--- src/rtl/serial_subtractor_16b.sv ---
// -----------------------------------------------------------------------------
// serial_subtractor_16b
//
// Digit-serial subtractor: computes diff = a - b - bin one DIGIT-wide slice per
// clock, least-significant slice first. The borrow travels between slices in a
// single carry flop (held as an inverted borrow, i.e. a + ~b + carry).
//
// Ports
//   clk        rising-edge clock
//   rst_n      asynchronous active-low reset
//   in_valid   operands valid
//   in_ready   block can accept operands (high only in IDLE)
//   a, b       minuend / subtrahend (WIDTH bits)
//   bin        borrow in
//   out_valid  result valid (high only in DONE)
//   out_ready  consumer accepts result
//   diff       a - b - bin, modulo 2^WIDTH
//   bout       borrow out: 1 when unsigned a < b + bin
//   ovf        signed two's-complement overflow
//   zero       diff == 0
// -----------------------------------------------------------------------------
module serial_subtractor_16b #(
  parameter int WIDTH = 16,
  parameter int DIGIT = 4
) (
  input  logic             clk,
  input  logic             rst_n,
  input  logic             in_valid,
  output logic             in_ready,
  input  logic [WIDTH-1:0] a,
  input  logic [WIDTH-1:0] b,
  input  logic             bin,
  output logic             out_valid,
  input  logic             out_ready,
  output logic [WIDTH-1:0] diff,
  output logic             bout,
  output logic             ovf,
  output logic             zero
);

  localparam int STEPS = WIDTH / DIGIT;
  localparam int CW    = (STEPS > 1) ? $clog2(STEPS) : 1;
  localparam logic [CW-1:0] LAST = CW'(STEPS - 1);

  typedef enum logic [1:0] {
    IDLE,
    BUSY,
    DONE
  } state_t;

  state_t          state;
  state_t          state_next;

  // Operands shift right by DIGIT each step, so the active slice is always
  // the low DIGIT bits; on the last step it holds the operand sign bits.
  logic [WIDTH-1:0] a_sh;
  logic [WIDTH-1:0] b_sh;
  logic             carry;      // inverted borrow between slices
  logic [CW-1:0]    cnt;        // index of the slice processed on the next edge
  logic [DIGIT:0]   slice_sum;  // {carry out, slice result}
  logic [WIDTH-1:0] diff_full;  // diff with the current slice merged in
  logic             last_step;

  assign in_ready  = (state == IDLE);
  assign out_valid = (state == DONE);
  assign last_step = (cnt == LAST);

  always_comb begin
    slice_sum = {1'b0, a_sh[DIGIT-1:0]} + {1'b0, ~b_sh[DIGIT-1:0]}
              + {{DIGIT{1'b0}}, carry};
  end

  // NOTE: every signal assigned in an always_comb gets a default first, so no
  // path leaves it unassigned and no latch is inferred.
  always_comb begin
    diff_full                     = diff;
    diff_full[cnt*DIGIT +: DIGIT] = slice_sum[DIGIT-1:0];
  end

  always_comb begin
    state_next = state;
    unique case (state)
      IDLE:    if (in_valid)  state_next = BUSY;
      BUSY:    if (last_step) state_next = DONE;
      DONE:    if (out_ready) state_next = IDLE;
      default:                state_next = IDLE;
    endcase
  end

  // NOTE: sequential state uses non-blocking assignments so every flop samples
  // the pre-edge values of the others, independent of statement order.
  always_ff @(posedge clk or negedge rst_n) begin
    if (!rst_n) state <= IDLE;
    else        state <= state_next;
  end

  // NOTE: the operand shift registers are reset along with the rest even
  // though their contents are don't-care in IDLE; it keeps the reset state of
  // the whole block deterministic at negligible cost for 2*WIDTH flops.
  always_ff @(posedge clk or negedge rst_n) begin
    if (!rst_n) begin
      a_sh  <= '0;
      b_sh  <= '0;
      carry <= 1'b0;
      cnt   <= '0;
      diff  <= '0;
      bout  <= 1'b0;
      ovf   <= 1'b0;
      zero  <= 1'b0;
    end else begin
      unique case (state)
        IDLE: begin
          if (in_valid) begin
            a_sh  <= a;
            b_sh  <= b;
            carry <= ~bin;  // a - b - bin == a + ~b + ~bin
            cnt   <= '0;
          end
        end
        BUSY: begin
          diff  <= diff_full;
          carry <= slice_sum[DIGIT];
          a_sh  <= a_sh >> DIGIT;
          b_sh  <= b_sh >> DIGIT;
          cnt   <= last_step ? '0 : cnt + 1'b1;
          if (last_step) begin
            bout <= ~slice_sum[DIGIT];
            // Overflow only when the operand signs differ and the result sign
            // departs from the minuend's sign.
            ovf  <= (a_sh[DIGIT-1] ^ b_sh[DIGIT-1])
                  & (slice_sum[DIGIT-1] ^ a_sh[DIGIT-1]);
            zero <= ~|diff_full;
          end
        end
        default: ;  // DONE: results held until the consumer takes them
      endcase
    end
  end

endmodule
--- config.mk ---
export PLATFORM = sky130hd
export DESIGN_NAME = serial_subtractor_16b
export DESIGN_NICKNAME = d
export VERILOG_FILES = /design/src/rtl/serial_subtractor_16b.sv
export SDC_FILE = /design/constraint.sdc
export NUM_CORES = 1
export LEC_CHECK = 0
export BUFFER_PORTS_ARGS = -buffer_cell sky130_fd_sc_hd__buf_2
export CORE_UTILIZATION = 38
export DETAILED_ROUTE_END_ITERATION = 12
export PLACE_DENSITY = 0.66
export SLEW_MARGIN = 25
export SYNTH_ARGS = -nofsm -noshare
export SYNTH_HDL_FRONTEND = slang
export SYNTH_SLANG_ARGS = --single-unit
--- constraint.sdc ---
create_clock -name clk -period 2.55 [get_ports clk]
set_input_delay 0.1275 -clock clk [delete_from_list [all_inputs] [get_ports clk]]
set_output_delay 0.1275 -clock clk [all_outputs]
set_load 0.05 [all_outputs]
==> metrics.md, run 1 <==
| Metric | Value |
|---|---|
| Die area | roughly 0.0083 mm2 |
| Layout net count | between 400 and 500 |
| Worst Reg2Reg Path Length in Cells | 7 |
| Largest net degree at the start of global routing | 39 |
| Number of global-route vias before repair | ~2500 |
| Vias per cell | ~5.5 |
| Max-Cap Viols | 0 |
| Post-synth EDFFs | 0 |
| Post-synthesis net count | 358 |
| CTS Sinks | 56 |
| CP Launch Point | a_sh[0]$_DFFE_PN0P_ |
| Final Max Slew Viols | 0 |
| Yosys warning count | 0 |
| ANT cells | 0 |
| Port buffer count | 57 |
| Max Fclk | approximately 460 MHz |
| Syn avg cell area | roughly 9.8 um2 |
| CTS tree | built |
| DR pass1 iterations | 4 |
| Gp weighted congestion | 0.8366 |
| Top-level port count | 58 |
| Int Pwr | 0.002367 W |
| Residual DRC | 0 |
| Grt ovf | 0 |
| Hold/Removal Path Class | in2reg |
| GR Layer Usage met3 | a little over 3% |
| Skew final | 0.009352 ns |
| Avg WL per Cell | between 15 and 20 um |
| Clock root cell | clkbuf_8 |
| HPWL Detailed | 5.003 mm |
| Worst Max-Slew Pin Slew | 0.6621 ns |
| Startpoint Class | flop |
| Post-synth top area share | about 46% |
| CTS Hold Bufs | 2 |
| Seq/Total Area, Yosys | a little under half |
| M2 GR Usage | between 20% and 30% |
| Cell Pwr Density | roughly 1300 mW/mm2 |
| Hold path startpoint | a[9] |
| Synth area leader | dfrtp_1 |
| Sw frac | about half |
| Most common cell in the netlist | dfrtp_1 |
| Final hold vios | 0 |
| # rows | 32 |
| Leakage | roughly 1.6 nW |
| Slew headroom | 55.66% |
| Total power | 0.004597 W |
| Core footprint | a little under 0.008 mm2 |
| Final total negative setup slack | 0 ns |
| Crit share post-route | between 80% and 90% |
| Initial Utilization | between 30% and 40% |
| Gate count of the mapped netlist | 310 |
| H-tree depth | 2 |
| Register bit total from synthesis | between 50 and 60 |
| Worst IR drop on VDD | roughly 0.40 mV |
| CTS resizes | 0 |
| Ranking of synthesized cells by area | dfrtp_1 46%, nor2b_1 6.2%, a22oi_1 5.9%, a21oi_1 5.8%, o21ai_0 5.0% |
| Mapped cell area | between 0.003 and 0.004 mm2 |
| Data arrival time of the critical path | between 2 and 2.5 ns |
| Clock power share | ~11% |
| Outcome | finished clean |
| RSZ-0062 raised after global routing | no |
| Area delta synth->final | 16.01% |
| Clock Latency Late Sink | 0.32 ns |
| Most frequent cells after synthesis | 56 x dfrtp_1, 35 x a21oi_1, 30 x nor2b_1, 30 x o21ai_0, 24 x a22oi_1 |
| First-pass GRT wire length | approximately 12 mm |
| Ys async rst share | 100.0% |
| Iter 0 DRT Violations | 133 |
| Die extent in x | just over 90 um |
| Final core occ | 45.51% |
| Initial antenna violation count | 0 |
| Final wirelength | around 7.2 mm |
| Fillers | 732 |
| Start of the worst register-to-register path | a_sh[0]$_DFFE_PN0P_ |
| Final setup viols | 0 |
| CTS Buf Count | 5 |
| Seq. cell area | approximately 0.0014 mm2 |
| Worst Path Class, Setup | reg2reg |
| Die height | between 90 and 100 um |
| Met1 Track Usage GR | a little over a quarter |
| Distinct cell type count after synthesis | 46 |
| Clock-pin slew on the worst setup and hold paths | around 0.10 ns |
| Comb power frac | between 50% and 60% |
| Fraction of layout cells with a size suffix above 1 | approximately 23% |
| Setup Fix Bufs, Post-CTS | 0 |
| Vias after detailed routing | roughly 2500 |
| ANT nets after route | 0 |
| Register share of total power | 32.2% |
| Net load switching power | roughly 0.0022 W |
| Critical Path End Type | flop |
| CTS max path bufs | 2 |
| Tot GR Track Use | approximately 18% |
| Fin crit period | around 2.2 ns |
| Area of the multi-input gates | 0.001470 mm2 |
| Hold path depth | 3 |
| GRT Max-Usage Layer | met2 |
| Top FF cell, synth | dfrtp_1 |
| Max FO, Critical Path | 5 |
| Required time worst endpoint | 2.77 ns |
[through the flow]
stage | cell area, um2 | instances | setup slack, ns | hold slack, ns
CTS | 3517 | 466 | 0.3580 | 0.07289
finish | 3517 | 466 | 0.3560 | 0.07428
global route | 3517 | 466 | 0.2275 | 0.07815
floorplan | 3032 | 310 | 0.4708 | -0.1681
global placement | 3401 | 456 | 0.4496 | 0.1603
detailed placement | 3401 | 456 | 0.3845 | 0.1661
[state kept, by name, indices dropped and copies added (netlist names)]
| name | cells |
|---|---|
| a_sh | 16 |
| b_sh | 16 |
| diff | 16 |
| cnt | 2 |
| state | 2 |
| bout | 1 |
| carry | 1 |
| ovf | 1 |
| zero | 1 |
[path summary, 6_finish.rpt]
path | to | slack [ns]
max | zero$_DFFE_PN0P_ | 0.36
min | a_sh[9]$_DFFE_PN0P_ | 0.07
max reg2reg | zero$_DFFE_PN0P_ | 0.36
min reg2reg | diff[8]$_DFFE_PN0P_ | 0.51
max in group asynchronous | a_sh[2]$_DFFE_PN0P_ | 1.91
min in group asynchronous | diff[6]$_DFFE_PN0P_ | 0.35
[power groups by stage]
| stage | clock network [W] | registers [W] | logic (W) |
|---|---|---|---|
| finish | 0.000518 | 0.00148 | 0.00260 |
| global route | 0.000572 | 0.00153 | 0.00287 |
| CTS | 0.000540 | 0.00148 | 0.00260 |
| detailed placement | 0 | 0.00150 | 0.00259 |
| global placement | 0 | 0.00149 | 0.00254 |
| floorplan | 0 | 0.00178 | 0.00166 |
[routing by layer]
layer / part of all wire (%) / up-vias / routed length, um
met5: 0 / - / 0
met4: 0.54 / 0 / 39
met3: 3.2 / 4 / 228
met2: 50 / 53 / 3597
met1: 46 / 1253 / 3325
li1: - / 1232 / -
[area by class of cell]
| class | count | area share (%) |
|---|---|---|
| clock inverters | 2 | 0.3913 |
| well taps | 102 | 3.629 |
| inverters | 11 | 1.174 |
| flip-flops and latches | 56 | 39.84 |
| multi-input cells | 220 | 41.80 |
| repair buffers | 69 | 10.81 |
| clock buffers | 6 | 2.348 |
[critical path, cell delays in order, from the launching register on]
cell	delay, ns
dfrtp_1	0.36
inv_1	0.07
fa_1	0.44
inv_1	0.09
fa_1	0.51
a21oi_2	0.18
nand4b_1	0.13
o41ai_2	0.33
[layout by cell type (no fill, tap or decap), types with 2 or more instances in the layout]
cell type	Yosys	final
dlygate4sd3_1	0	2
nor2b_2	1	2
fa_1	2	2
mux2i_1	3	3
a21oi_1	35	35
a32o_1	8	8
a22oi_1	24	24
buf_4	4	10
clkbuf_8	0	6
o31ai_1	4	4
o21ai_1	4	4
nor3_1	3	3
buf_2	4	57
nand2_1	19	19
nor4_1	2	2
dfrtp_1	56	56
o22ai_1	3	3
ha_1	9	9
a2bb2oi_1	4	4
nor2b_1	30	29
nor2_1	11	11
o21ai_0	30	30
inv_1	11	11
a22o_1	6	6
[logic make-up after synthesis]
family | synth area share (%)
AOI/OAI and AO/OA | 26.79
and+or+nand+nor | 14.65
DFF | 46.22
buffers and inverters | 5.365
adders and majority gates | 5.035
muxes | 1.362
xor gates and xnor gates | 0.5779
Power figures use the tool's default switching activity.
==> run 2, diff against run 1 <==
- ABC_AREA: unset -> 0
- BUFFER_PORTS_ARGS: -buffer_cell sky130_fd_sc_hd__buf_2 -> unset
- DONT_BUFFER_PORTS: unset -> 1
- PLACE_DENSITY: 0.66 -> 0.6
==> run 2 against run 1 <==
Total power increased by 1.9%. Clock power grew 37%. Via count fell by 6.9%. Register-to-register slack improved by 0.02 ns. Maximum frequency up 0.87%. Sequential power increased by 28%. Cell count is 9.2% lower. Global-route usage is 0.36 points higher. First-iteration DRC count is 3.8% higher. Highest routed layer unchanged.
==> metrics.md, run 2 (same netlist as run 1, synthesis figures left out) <==
| Metric | Value |
|---|---|
| Outcome | finished clean |
| Fillers | 726 (-0.82%) |
| Fraction of layout cells with a size suffix above 1 | 8.411% (-14 points) |
| Worst Path Class, Setup | reg2reg |
| Critical Path End Type | flop |
| Fin crit period | 2.175 ns (-0.01887 ns) |
| ANT cells | 0 (unchanged) |
| Grt ovf | 0 (unchanged) |
| Max Fclk | 459.7 MHz (+0.87%) |
| Slew headroom | 59.81% (+4.2 points) |
| CTS Hold Bufs | 15 (+13) |
| Clock Latency Late Sink | 0.32 ns (about the same) |
| Required time worst endpoint | 2.76 ns (about the same) |
| Vias after detailed routing | 2367 (-6.9%) |
| Seq. cell area | 0.001401 mm2 (unchanged) |
| Avg WL per Cell | 17.31 um (+12%) |
| Data arrival time of the critical path | 2.39 ns (-0.02 ns) |
| Cell Pwr Density | 1366 mW/mm2 (+4.5%) |
| Largest net degree at the start of global routing | 57 (+46%) |
| Residual DRC | 0 (unchanged) |
| Most common cell after layout, fill and taps aside | dfrtp_1 |
| Final Max Slew Viols | 0 (unchanged) |
| GR Layer Usage met3 | 4.439% (+1.4 points) |
| Area delta synth->final | 13.17% |
| CTS resizes | 0 (unchanged) |
| CTS max path bufs | 2 (unchanged) |
| Skew final | 0.006792 ns (-0.002560 ns) |
| Final hold vios | 0 (unchanged) |
| Clock root cell | clkbuf_8 |
| Max FO, Critical Path | 5 (unchanged) |
| Core footprint | 0.007727 mm2 (unchanged) |
| CTS tree | built |
| Area of the multi-input gates | 0.001470 mm2 (unchanged) |
| Die area | 0.008339 mm2 (unchanged) |
| Layout net count | 368 (-10%) |
| Die height | 91.32 um (unchanged) |
| Net load switching power | 0.002221 W (-0.41%) |
| Clock-pin slew on the worst setup and hold paths | 0.11 ns (about the same) |
| Most frequent cells in the layout | 56 x dfrtp_1, 35 x a21oi_1, 30 x o21ai_0, 29 x nor2b_1, 24 x a22oi_1 |
| CTS Buf Count | 5 (unchanged) |
| RSZ-0062 raised after global routing | no |
| Initial Utilization | 39.23% (unchanged) |
| Slowest stage delay, CP | 0.49 ns (-0.02 ns) |
| Hold/Removal Path Class | in2reg |
| Number of global-route vias before repair | 2397 (-2.2%) |
| Die extent in x | 91.32 um (unchanged) |
| Vias per cell | 5.596 (+2.6%) |
| Leakage | 1.434 nW (-10%) |
| HPWL Detailed | 4.943 mm (-1.2%) |
| Worst Max-Slew Pin Slew | 0.6028 ns (-0.05930 ns) |
| H-tree depth | 2 (unchanged) |
| Setup Fix Bufs, Post-CTS | 0 (unchanged) |
| Final wirelength | 7.324 mm (+1.9%) |
| # rows | 32 (unchanged) |
| Startpoint Class | flop |
| Comb power frac | 44.5% (-12 points) |
| ANT nets after route | 0 (unchanged) |
| M2 GR Usage | 28.72% (-0.63 points) |
| Max-Cap Viols | 0 (unchanged) |
| Regs by FF count | a_sh x16, b_sh x16, diff x16 |
| Port buffer count | 0 (-100%) |
| Final std cells w/o fill | 423 (-9.2%) |
| Final total negative setup slack | 0 ns (unchanged) |
| First-pass GRT wire length | 12.27 mm (about the same) |
| Int Pwr | 0.002465 W (+4.1%) |
| Register share of total power | 40.4% (+8.2 points) |
| Worst setup margin | 0.3749 ns (+0.01887 ns) |
| Worst IR drop on VDD | 0.3818 mV (-5.5%) |
| CTS Sinks | 56 (unchanged) |
| Sw frac | 47.40% (-1.1 points) |
| GRT Max-Usage Layer | met2 |
| Top-level port count | 58 (unchanged) |
| Pre-CTS setup slack | 0.3955 ns (+0.01094 ns) |
| Clock power share | 15.1% (+3.8 points) |
| Tot GR Track Use | 18.71% (+0.36 points) |
| Top Family by Delay on Critical Path | adder cells |
| Worst path buffer plus inverter count | 2 (unchanged) |
| Gp weighted congestion | 0.8287 (-0.94%) |
| Slowest cell on crit path | fa_1 |
| DP Cell Count | 399 (-13%) |
| Crit share post-route | 85.30% (-0.74 points) |
| DR pass1 iterations | 4 (unchanged) |
| Met1 Track Usage GR | 25.89% (-0.11 points) |
| Iter 0 DRT Violations | 138 (+3.8%) |
| Initial antenna violation count | 0 (unchanged) |
| Critical-path cell list | inv_1 > fa_1 > inv_1 > fa_1 > a21oi_2 > nand4b_1 > o41ai_2 |
| Final setup viols | 0 (unchanged) |
run 2: changes by cell type in the layout (fill, tap and decap cells not counted), sizes merged:
cell	delta
clkinv	-1
dlygate4sd3	+13
buf	-56
bufinv	+2
clkbuf	-1
run 2: area by class of cell:
cell class / instances / share of cell area, %
multi-input combinational: 220 / 42.85
clock inverter: 3 / 2.006
clock buffer: 5 / 2.006
inverter: 11 / 1.204
sequential: 56 / 40.85
timing repair buffer: 26 / 7.367
tap: 102 / 3.720
run 2: final timing paths:
check                                     startpoint                   end  slack [ns]  cells after the start
worst max-delay path             a_sh[0]$_DFFE_PN0P_      zero$_DFFE_PN0P_        0.37                      7
worst min-delay path                           a[15]  a_sh[15]$_DFFE_PN0P_       0.001                      2
worst max register to register   a_sh[0]$_DFFE_PN0P_      zero$_DFFE_PN0P_        0.37                      7
worst min register to register  a_sh[15]$_DFFE_PN0P_  a_sh[15]$_DFFE_PN0P_        0.52                      2
max in group asynchronous                      rst_n  a_sh[13]$_DFFE_PN0P_        1.97                      2
min in group asynchronous                      rst_n   diff[8]$_DFFE_PN0P_        0.35                      2
run 2: through the flow:
stage                     hold WS [ns]  total power (W)  utilization, %  instance area, um2
after detailed placement       -0.1665         0.003961           40.32                3115
final                         0.001085         0.004686           44.40                3431
after CTS                    0.0009424         0.004714           44.27                3421
after global routing          0.002755         0.005029           44.40                3431
after global placement         -0.1669         0.003918           40.32                3115
after floorplan                -0.1681         0.003446               -                3032
run 2: power by group through the flow:
stage,clock [W],combinational (W),sequential (W)
after floorplan,0,0.00166,0.00178
after global placement,0,0.00202,0.00190
after detailed placement,0,0.00205,0.00192
after CTS,0.000725,0.00209,0.00189
after global routing,0.000751,0.00232,0.00195
final,0.000709,0.00209,0.00189
run 2: worst reg2reg max path: stages (launching register included):
cell and delay [ns]:
dfrtp_1 0.35, inv_1 0.07, fa_1 0.43, inv_1 0.08, fa_1 0.49, a21oi_2 0.18
nand4b_1 0.13, o41ai_2 0.34
run 2: per-layer routing:
metal,vias to the layer above,part of all wire [%]
met5,-,0
met4,0,1.2
met3,9,6.0
met2,74,46
met1,1142,47
li1,1142,-
==> run 3, diff against run 2 <==
--- a/config.mk
+++ b/config.mk
@@ -12,3 +12,2 @@
 export PLACE_DENSITY = 0.6
-export SLEW_MARGIN = 25
 export SYNTH_ARGS = -nofsm -noshare
==> constraint.sdc (replaced) <==
create_clock -name clk -period 2.55 [get_ports clk]
set_input_delay 0.3825 -clock clk [delete_from_list [all_inputs] [get_ports clk]]
set_output_delay 0.3825 -clock clk [all_outputs]
set_load 0.05 [all_outputs]
==> run 3 against run 2 <==
Core utilization shrank 2.4 points. Clock skew grew 0.0089 ns. Sequential share of layout area grew 2.4 points. Non-clock buffer count shrank 15. Maximum frequency shrank 4.1%. Die area is the same. Worst setup slack lost 0.093 ns. Clock-buffer cell count grew 1. Design area shrank 5.5%. Cell count shrank 3.5%. Flip-flop and latch count is the same.
==> metrics.md, run 3 (same netlist as run 1, synthesis figures left out) <==
| Metric | Value |
|---|---|
| Start of the worst register-to-register path | a_sh[0]$_DFFE_PN0P_ |
| Worst Max-Slew Pin Slew | 0.5760 ns (-0.02681 ns) |
| Core footprint | 0.007727 mm2 (unchanged) |
| Setup Fix Bufs, Post-CTS | 0 (unchanged) |
| Fillers | 749 (+3.2%) |
| Tot GR Track Use | 18.33% (-0.38 points) |
| Grt ovf | 0 (unchanged) |
| ANT cells | 0 (unchanged) |
| Crit share post-route | 88.96% (+3.7 points) |
| Max FO, Critical Path | 23 (+18) |
| Clock-pin slew on the worst setup and hold paths | 0.11 ns (about the same) |
| # rows | 32 (unchanged) |
| Cell Pwr Density | 1378 mW/mm2 (+0.92%) |
| Startpoint Class | flop |
| Regs by FF count | a_sh x16, b_sh x16, diff x16 |
| Gp weighted congestion | 0.8080 (-2.5%) |
| Worst IR drop on VDD | 0.5126 mV (+34%) |
| CTS max path bufs | 2 (unchanged) |
| Total power | 0.004471 W (-4.6%) |
| CTS Hold Bufs | 2 (-13) |
| Final wirelength | 7.262 mm (-0.85%) |
| CTS resizes | 0 (unchanged) |
| ANT nets after route | 0 (unchanged) |
| Data arrival time of the critical path | 1.89 ns (-0.50 ns) |
| Final std cells w/o fill | 408 (-3.5%) |
| Hold path startpoint | out_ready |
| Initial antenna violation count | 0 (unchanged) |
| HPWL Detailed | 4.806 mm (-2.8%) |
| Final core occ | 41.97% (-2.4 points) |
| Vias per cell | 5.745 (+2.7%) |
| Final hold vios | 0 (unchanged) |
| Max-Cap Viols | 0 (unchanged) |
| Number of global-route vias before repair | 2269 (-5.3%) |
| First-pass GRT wire length | 11.99 mm (-2.2%) |
| Outcome | finished clean |
| H-tree depth | 2 (unchanged) |
| Slew headroom | 61.60% (+1.8 points) |
| Vias after detailed routing | 2344 (-0.97%) |
| CP Launch Point | state[1]$_DFFE_PN0P_ |
| Layout net count | 353 (-4.1%) |
| Worst Path Class, Setup | reg2out |
| CTS Buf Count | 5 (unchanged) |
| Iter 0 DRT Violations | 171 (+24%) |
| Largest net degree at the start of global routing | 57 (unchanged) |
| Most common cell after layout, fill and taps aside | dfrtp_1 |
| Top Family by Delay on Critical Path | flip-flops |
| Clock root cell | clkbuf_8 |
| Skew final | 0.01565 ns (+0.008855 ns) |
| CTS tree | built |
| Clock Latency Late Sink | 0.32 ns (about the same) |
| Final total negative setup slack | 0 ns (unchanged) |
| Hold/Removal Path Class | in2reg |
| Top-level port count | 58 (unchanged) |
| Most common cell on crit path | buf_4 |
| Max Fclk | 440.8 MHz (-4.1%) |
| Slowest stage delay, CP | 0.73 ns (+0.24 ns) |
| Avg WL per Cell | 17.80 um (+2.8%) |
| Final Max Slew Viols | 0 (unchanged) |
| Leakage | 1.345 nW (-6.2%) |
| Die extent in x | 91.32 um (unchanged) |
| Die area | 0.008339 mm2 (unchanged) |
| Required time worst endpoint | 2.17 ns (-0.59 ns) |
| Critical-path cell list | buf_4 > inv_1 > nor2_1 > buf_4 |
| Critical Path End Type | output pin |
| Worst path buffer plus inverter count | 3 (+1) |
| Fraction of layout cells with a size suffix above 1 | 8.497% (+0.086 points) |
| DR pass1 iterations | 4 (unchanged) |
| Die height | 91.32 um (unchanged) |
| RSZ-0062 raised after global routing | no |
| Residual DRC | 0 (unchanged) |
| Area delta synth->final | 6.975% |
| DP Cell Count | 398 (-0.25%) |
| Slowest cell on crit path | dfrtp_1 |
| Port buffer count | 0 (unchanged) |
| Initial Utilization | 39.23% (unchanged) |
| Fin crit period | 2.268 ns (+0.09337 ns) |
| Most frequent cells in the layout | 56 x dfrtp_1, 35 x a21oi_1, 30 x o21ai_0, 29 x nor2b_1, 24 x a22oi_1 |
| CTS Sinks | 56 (unchanged) |
| Final setup viols | 0 (unchanged) |
==> run 3: changes by cell type in the layout (fill, tap and decap cells not counted), sizes merged <==
cell / previous run / this run
bufinv: 2 / 0
inv: 12 / 11
clkinvlp: 0 / 2
dlygate4sd3: 15 / 1
buf: 11 / 10
clkbuf: 5 / 6
==> run 3: cell type report <==
cell class | instances | area, um2 | share of cell area [%]
Timing Repair Buffer | 11 | 105.1 | 3.241
Clock inverter | 2 | 15.01 | 0.4630
Tap cell | 102 | 127.6 | 3.935
Clock buffer | 6 | 82.58 | 2.546
Sequential cell | 56 | 1401 | 43.21
Inverter | 11 | 41.29 | 1.273
Multi-Input combinational cell | 220 | 1470 | 45.33
==> run 3: worst register-to-register path: stages (launching register included) <==
cell and delay (ns):
dfrtp_1 0.37, inv_1 0.08, fa_1 0.43, inv_1 0.08, fa_1 0.50, a21oi_2 0.18, nand4b_1 0.12, o41ai_2 0.33
==> run 3: layer usage <==
metal / vias to the layer above / wire, um / track usage, %
met4: 0 / 122 / 6.481
met3: 11 / 532 / 6.114
met2: 68 / 3297 / 26.26
met5: - / 0 / 0
met1: 1153 / 3309 / 25.71
li1: 1112 / - / -
==> run 3: path summary, 6_finish.rpt <==
path                            slack (ns)                   end  depth (start not counted)
worst min register to register        0.52  a_sh[14]$_DFFE_PN0P_                          2
max in group asynchronous             1.71   b_sh[2]$_DFFE_PN0P_                          2
worst max-delay path                  0.28             out_valid                          4
min in group asynchronous             0.57   diff[4]$_DFFE_PN0P_                          2
worst max register to register        0.37      zero$_DFFE_PN0P_                          7
worst min-delay path                  0.13  state[1]$_DFFE_PN0P_                          1
==> run 3: stage by stage <==
stage,hold WS [ns],setup WS [ns],instance area [um2]
global placement,0.08824,0.4429,3108
finish,0.1291,0.2815,3243
floorplan,0.08691,0.4708,3032
detailed placement,0.08804,0.3775,3108
global route,0.1165,0.1155,3243
CTS,0.1169,0.2697,3243
==> run 3: power breakdown <==
| group | internal [W] | switching (W) |
|---|---|---|
| clock network | 0.000221 | 0.000310 |
| registers | 0.00122 | 0.000684 |
| logic | 0.000834 | 0.00121 |
| total | 0.00227 | 0.00220 |
